==> src/rtl/iiitb_sipo.sv <==
// -----------------------------------------------------------------------------
// iiitb_sipo -- serial-in parallel-out deserializer (receive end of iiitb_piso)
//
// Samples one serial bit per clock with shift_en=1 and assembles WIDTH-bit
// words. A sync pulse marks bit 0 of each word. Each completed word is copied
// into a holding register and flagged with data_valid until the consumer
// acknowledges it. Lost words and misplaced syncs raise sticky error flags.
//
// Parameters
//   WIDTH      word width in bits (1..32)
//   MSB_FIRST  1: first received bit ends in data_out[WIDTH-1]
//              0: first received bit ends in data_out[0]
//
// Ports
//   clk         system clock, rising edge
//   rst         asynchronous reset, active low
//   data_in     serial data bit, sampled when shift_en=1
//   shift_en    bit-valid strobe
//   sync        data_in is bit 0 of a new word (only with shift_en=1)
//   data_ack    consumer accepts data_out, clears data_valid
//   err_clr     clears overrun and frame_err
//   data_out    last completed word (holding register)
//   data_valid  data_out holds an unacknowledged word
//   busy        a word is partially received
//   overrun     sticky: an unacknowledged word was overwritten
//   frame_err   sticky: sync arrived mid-word
// -----------------------------------------------------------------------------
module iiitb_sipo #(
  parameter int WIDTH     = 8,
  parameter bit MSB_FIRST = 1'b1
) (
  input  logic             clk,
  input  logic             rst,
  input  logic             data_in,
  input  logic             shift_en,
  input  logic             sync,
  input  logic             data_ack,
  input  logic             err_clr,
  output logic [WIDTH-1:0] data_out,
  output logic             data_valid,
  output logic             busy,
  output logic             overrun,
  output logic             frame_err
);

  localparam int CW = $clog2(WIDTH + 1);
  // Count value at which the bit being sampled is the last one of the word.
  localparam logic [CW-1:0] LAST_CNT = CW'(WIDTH - 1);
  localparam logic [CW-1:0] ONE_CNT  = CW'(1);

  typedef enum logic {
    IDLE  = 1'b0,
    SHIFT = 1'b1
  } state_t;

  state_t           r_state;
  state_t           w_state_nxt;
  logic [CW-1:0]    r_count;
  logic [CW-1:0]    w_count_nxt;
  logic [WIDTH-1:0] r_shift;
  logic [WIDTH-1:0] w_shift_nxt;
  logic [WIDTH-1:0] r_data_out;
  logic             r_valid;
  logic             r_overrun;
  logic             r_frame_err;
  logic             w_complete;
  logic             w_frame_set;

  // Insert one bit into a partial word. Written with shifts rather than
  // part-selects so that WIDTH=1 needs no special case.
  function automatic logic [WIDTH-1:0] f_insert(input logic [WIDTH-1:0] base,
                                                input logic             b);
    logic [WIDTH-1:0] v;
    if (MSB_FIRST) begin
      v    = base << 1;
      v[0] = b;
    end else begin
      v          = base >> 1;
      v[WIDTH-1] = b;
    end
    return v;
  endfunction

  // Next-state logic. A sync always restarts the word from bit 0; the shift
  // register's old contents are dropped by inserting into an all-zero base.
  always_comb begin
    // NOTE: every signal assigned here gets a default first, so no path
    // leaves one unassigned and no latch is inferred.
    w_state_nxt = r_state;
    w_count_nxt = r_count;
    w_shift_nxt = r_shift;
    w_complete  = 1'b0;
    w_frame_set = 1'b0;

    case (r_state)
      IDLE: begin
        if (shift_en && sync) begin
          w_shift_nxt = f_insert('0, data_in);
          if (WIDTH == 1) begin
            // A one-bit word is complete as soon as it starts.
            w_complete  = 1'b1;
            w_count_nxt = '0;
          end else begin
            w_count_nxt = ONE_CNT;
            w_state_nxt = SHIFT;
          end
        end
      end

      SHIFT: begin
        if (shift_en) begin
          if (sync) begin
            // Premature sync: abandon the partial word, start a new one.
            w_frame_set = 1'b1;
            w_shift_nxt = f_insert('0, data_in);
            w_count_nxt = ONE_CNT;
          end else begin
            w_shift_nxt = f_insert(r_shift, data_in);
            if (r_count == LAST_CNT) begin
              w_complete  = 1'b1;
              w_count_nxt = '0;
              w_state_nxt = IDLE;
            end else begin
              w_count_nxt = r_count + ONE_CNT;
            end
          end
        end
      end

      default: begin
        w_state_nxt = IDLE;
        w_count_nxt = '0;
      end
    endcase
  end

  // NOTE: sequential state uses non-blocking assignments so every register
  // samples the pre-edge values, independent of statement order.
  always_ff @(posedge clk or negedge rst) begin
    if (!rst) begin
      r_state     <= IDLE;
      r_count     <= '0;
      r_shift     <= '0;
      r_data_out  <= '0;
      r_valid     <= 1'b0;
      r_overrun   <= 1'b0;
      r_frame_err <= 1'b0;
    end else begin
      r_state <= w_state_nxt;
      r_count <= w_count_nxt;
      r_shift <= w_shift_nxt;

      // The holding register changes only on completion; newest word wins.
      if (w_complete) begin
        r_data_out <= w_shift_nxt;
      end

      // Completion outranks an ack on the same edge: the new word is valid.
      if (w_complete) begin
        r_valid <= 1'b1;
      end else if (data_ack) begin
        r_valid <= 1'b0;
      end

      // A word is lost only if the old one is still pending and not being
      // acknowledged on this very edge. Setting outranks clearing.
      if (w_complete && r_valid && !data_ack) begin
        r_overrun <= 1'b1;
      end else if (err_clr) begin
        r_overrun <= 1'b0;
      end

      if (w_frame_set) begin
        r_frame_err <= 1'b1;
      end else if (err_clr) begin
        r_frame_err <= 1'b0;
      end
    end
  end

  assign data_out   = r_data_out;
  assign data_valid = r_valid;
  assign busy       = (r_state == SHIFT);
  assign overrun    = r_overrun;
  assign frame_err  = r_frame_err;

endmodule

==> config.mk <==
export PLATFORM = sky130hd
export DESIGN_NAME = iiitb_sipo
export DESIGN_NICKNAME = d
export VERILOG_FILES = /design/src/rtl/iiitb_sipo.sv
export SDC_FILE = /design/constraint.sdc
export NUM_CORES = 1
export LEC_CHECK = 0
export ABC_AREA = 1
export BUFFER_PORTS_ARGS = -buffer_cell sky130_fd_sc_hd__buf_2
export CAP_MARGIN = 20
export CORE_ASPECT_RATIO = 1.75
export CORE_MARGIN = 8
export CORE_UTILIZATION = 25
export DETAILED_ROUTE_END_ITERATION = 12
export PLACE_DENSITY = 0.44
export SLEW_MARGIN = 20
export SYNTH_ARGS = -nofsm -noshare
export SYNTH_HDL_FRONTEND = slang
export SYNTH_SLANG_ARGS = --single-unit
export TNS_END_PERCENT = 1
==> constraint.sdc <==
create_clock -name clk -period 2.05 [get_ports clk]
set_input_delay 0.205 -clock clk [delete_from_list [all_inputs] [get_ports clk]]
set_output_delay 0.205 -clock clk [all_outputs]
set_load 0.05 [all_outputs]
==> flow_summary.yaml <==
outcome:
  status: "finished, final reports clean"
worst_setup_path:
  worstPathRequired_ns: 2.21
  start_kind: "register"
  crit_fanout: 9
  worst_ep_arrival_time_ns: 1.44
  worstSetupPathType: "register to register"
  critPathCaptureType: "register"
  r2r_cells: 6
drt:
  routed_wl_um: 2710
  vias_per_cell: 4.39
  drtPass1Iterations: 4
  drc_errors: 0
  wl_per_cell_um: 12.7
  drtAntennaViolNets: 0
  drtIter0Drc: 18
  vias: 939
synthesis:
  yosysSeqAreaShare: 0.506
  async_flop_share: 1.00
  synth-edff-count: 0
  syn_avg_cell_area_um2: 8.35
  netlist_area_mm2: 0.00119
  synth_most_common_cell: "nand2_1"
  synth_commonest_cells: "nand2_1, dfrtp_1, nand3_1"
  yosys.area.top_type: "dfrtp_1"
  synth.distinct_cells: 21
  ys.flop_type: "dfrtp_1"
  yosys_register_bits: 24
  synth_warnings: 0
  yosys.area.top_type_share: 0.506
  syn_inst: 142
  synth_nets: 150
  synth_area_leaders: "dfrtp_1, nand2_1, nand3_1"
clock_tree:
  numCtsBuffers: 3
  cts_tree: "done"
  clock-sinks: 24
  insertion_delay_ns: 0.26
  cts_root_buf: "clkbuf_8"
  clkSlewWorstSetupHoldPaths_ns: 0.08
  htreeDepth: 1
  cts_hold_buf: 1
  post-cts-setup-buffer-count: 0
  ctsResizeCount: 0
  clockBufferDepth: 2
floorplanning:
  dieArea_mm2: 0.00729
  start_util: 0.256
  fp-row-count: 33
  core-area_mm2: 0.00462
  io_pins: 19
  dieHeight_um: 107
  die_w_um: 68.1
min_path:
  whs_path_depth: 2
  min_path_type: "input port to register"
grt:
  grt_util_all_layers: 0.0841
  grt_pass1_wl_um: 4890
  grt_max_degree: 25
  grt_pass1_vias: 1098
  antenna_found_initial: 0
  grt_overflow: 0
finish:
  drive_above_1_share: 0.191
  layout.nets: 171
  instances_no_fill: 214
  antenna_cells: 0
  multiInputGateArea_um2: 492
  area_growth_pct: 15.7
  regArea_um2: 601
  final_area_mm2: 0.00137
  final_util: 0.297
  fillerInstances: 528
timing:
  rsz0062_at_grt: "no"
  holdWs_ns: 0.125
  fin_setup_tns_ns: 0
  final-setup-viol-count: 0
  fin_crit_sh: 0.625
  fin_skew_ns: 0.00150
  max_freq_ghz: 0.780
  setup_slack_ns: 0.768
  hold_viol: 0
  tightest_slew_ns: 0.565
  period_needed_ns: 1.28
  drv_slew: 0
  relSlewSlack: 0.623
pwr:
  total_power_mw: 0.967
  peakVddDrop_mv: 0.530
  leakage_nw: 0.794
  power_density_mw_per_mm2: 705
placed_design:
  pre_cts_slack_ns: 0.769
  gp_congestion: 0.809
  portBuffers: 18
  hpwl_um: 1980
  dp_cells: 209
  place_area_mm2: 0.00131
flow_run:
  cap_violations: 0
-- final timing paths --
check                      slack, ns                      end                     from
setup / recovery                0.77  data_out[1]$_DFFE_PN0P_   r_count[0]$_DFFE_PN0P_
hold / removal                  0.12      overrun$_DFFE_PN0P_                  err_clr
setup reg to reg                0.77  data_out[1]$_DFFE_PN0P_   r_count[0]$_DFFE_PN0P_
hold reg to reg                 0.49  data_out[4]$_DFFE_PN0P_  data_out[4]$_DFFE_PN0P_
max in group asynchronous       1.22   data_valid$_DFFE_PN0P_                      rst
min in group asynchronous       0.46  data_out[7]$_DFFE_PN0P_                      rst
-- critical path: stages (launching register included) --
cell and delay [ns]:
dfrtp_1 0.41, ha_1 0.27, nand2_1 0.12, nor2_4 0.13, nand2_4 0.11, nand2_1 0.08
nand2_1 0.05
-- state kept, by name, summed over array words and instances, names as in the netlist --
register	flops
busy	1
r_shift	8
overrun	1
r_count	4
data_valid	1
frame_err	1
data_out	8
-- report_power, final --
group          switching (mW)  internal (mW)  leakage (nW)  total, mW
Combinational          0.0930         0.0376         0.446      0.131
Sequential             0.0222          0.497         0.320      0.519
Clock                   0.146          0.171        0.0288      0.317
Total                   0.261          0.706         0.794      0.967
-- kinds of logic (layout without fill, tap and decap cells) --
| group | Yosys count | count (layout) | synth area share |
|---|---|---|---|
| compound gates | 5 | 5 | 0.0221 |
| xor+xnor | 1 | 1 | 0.00739 |
| fa+ha+maj | 1 | 1 | 0.0105 |
| buf+inv | 19 | 39 | 0.0791 |
| flops | 24 | 24 | 0.506 |
| simple gates | 92 | 92 | 0.374 |
-- per-layer routing --
metal | up-vias | track usage | routed length, um
met5 | - | 0 | 0
met4 | 0 | 0.0368 | 40
met3 | 4 | 0.0219 | 113
met2 | 16 | 0.142 | 1420
met1 | 441 | 0.0942 | 1140
li1 | 478 | - | -
-- placed cells by master (no fill, tap or decap) --
cell / n
o21ai_0: 2
nand2_4: 1
nand3_4: 2
nand2_1: 62
xnor2_1: 1
a21oi_1: 1
buf_2: 18
nand4_1: 2
o22ai_1: 1
inv_2: 1
nor2_8: 1
nand3_1: 16
nor2_4: 1
nor2_1: 3
inv_1: 15
dfrtp_1: 24
nand3b_1: 1
ha_1: 1
nand3_2: 1
dlygate4sd3_1: 1
nand2_2: 2
o21ai_1: 1
clkbuf_8: 4
-- final cells by class --
class | instances | share of cell area
Clock buffer | 4 | 0.0401
Sequential cell | 24 | 0.438
Multi-Input combinational cell | 99 | 0.358
Timing Repair Buffer | 19 | 0.0729
Tap cell | 52 | 0.0474
Inverter | 16 | 0.0438
Power figures use the tool's default switching activity.
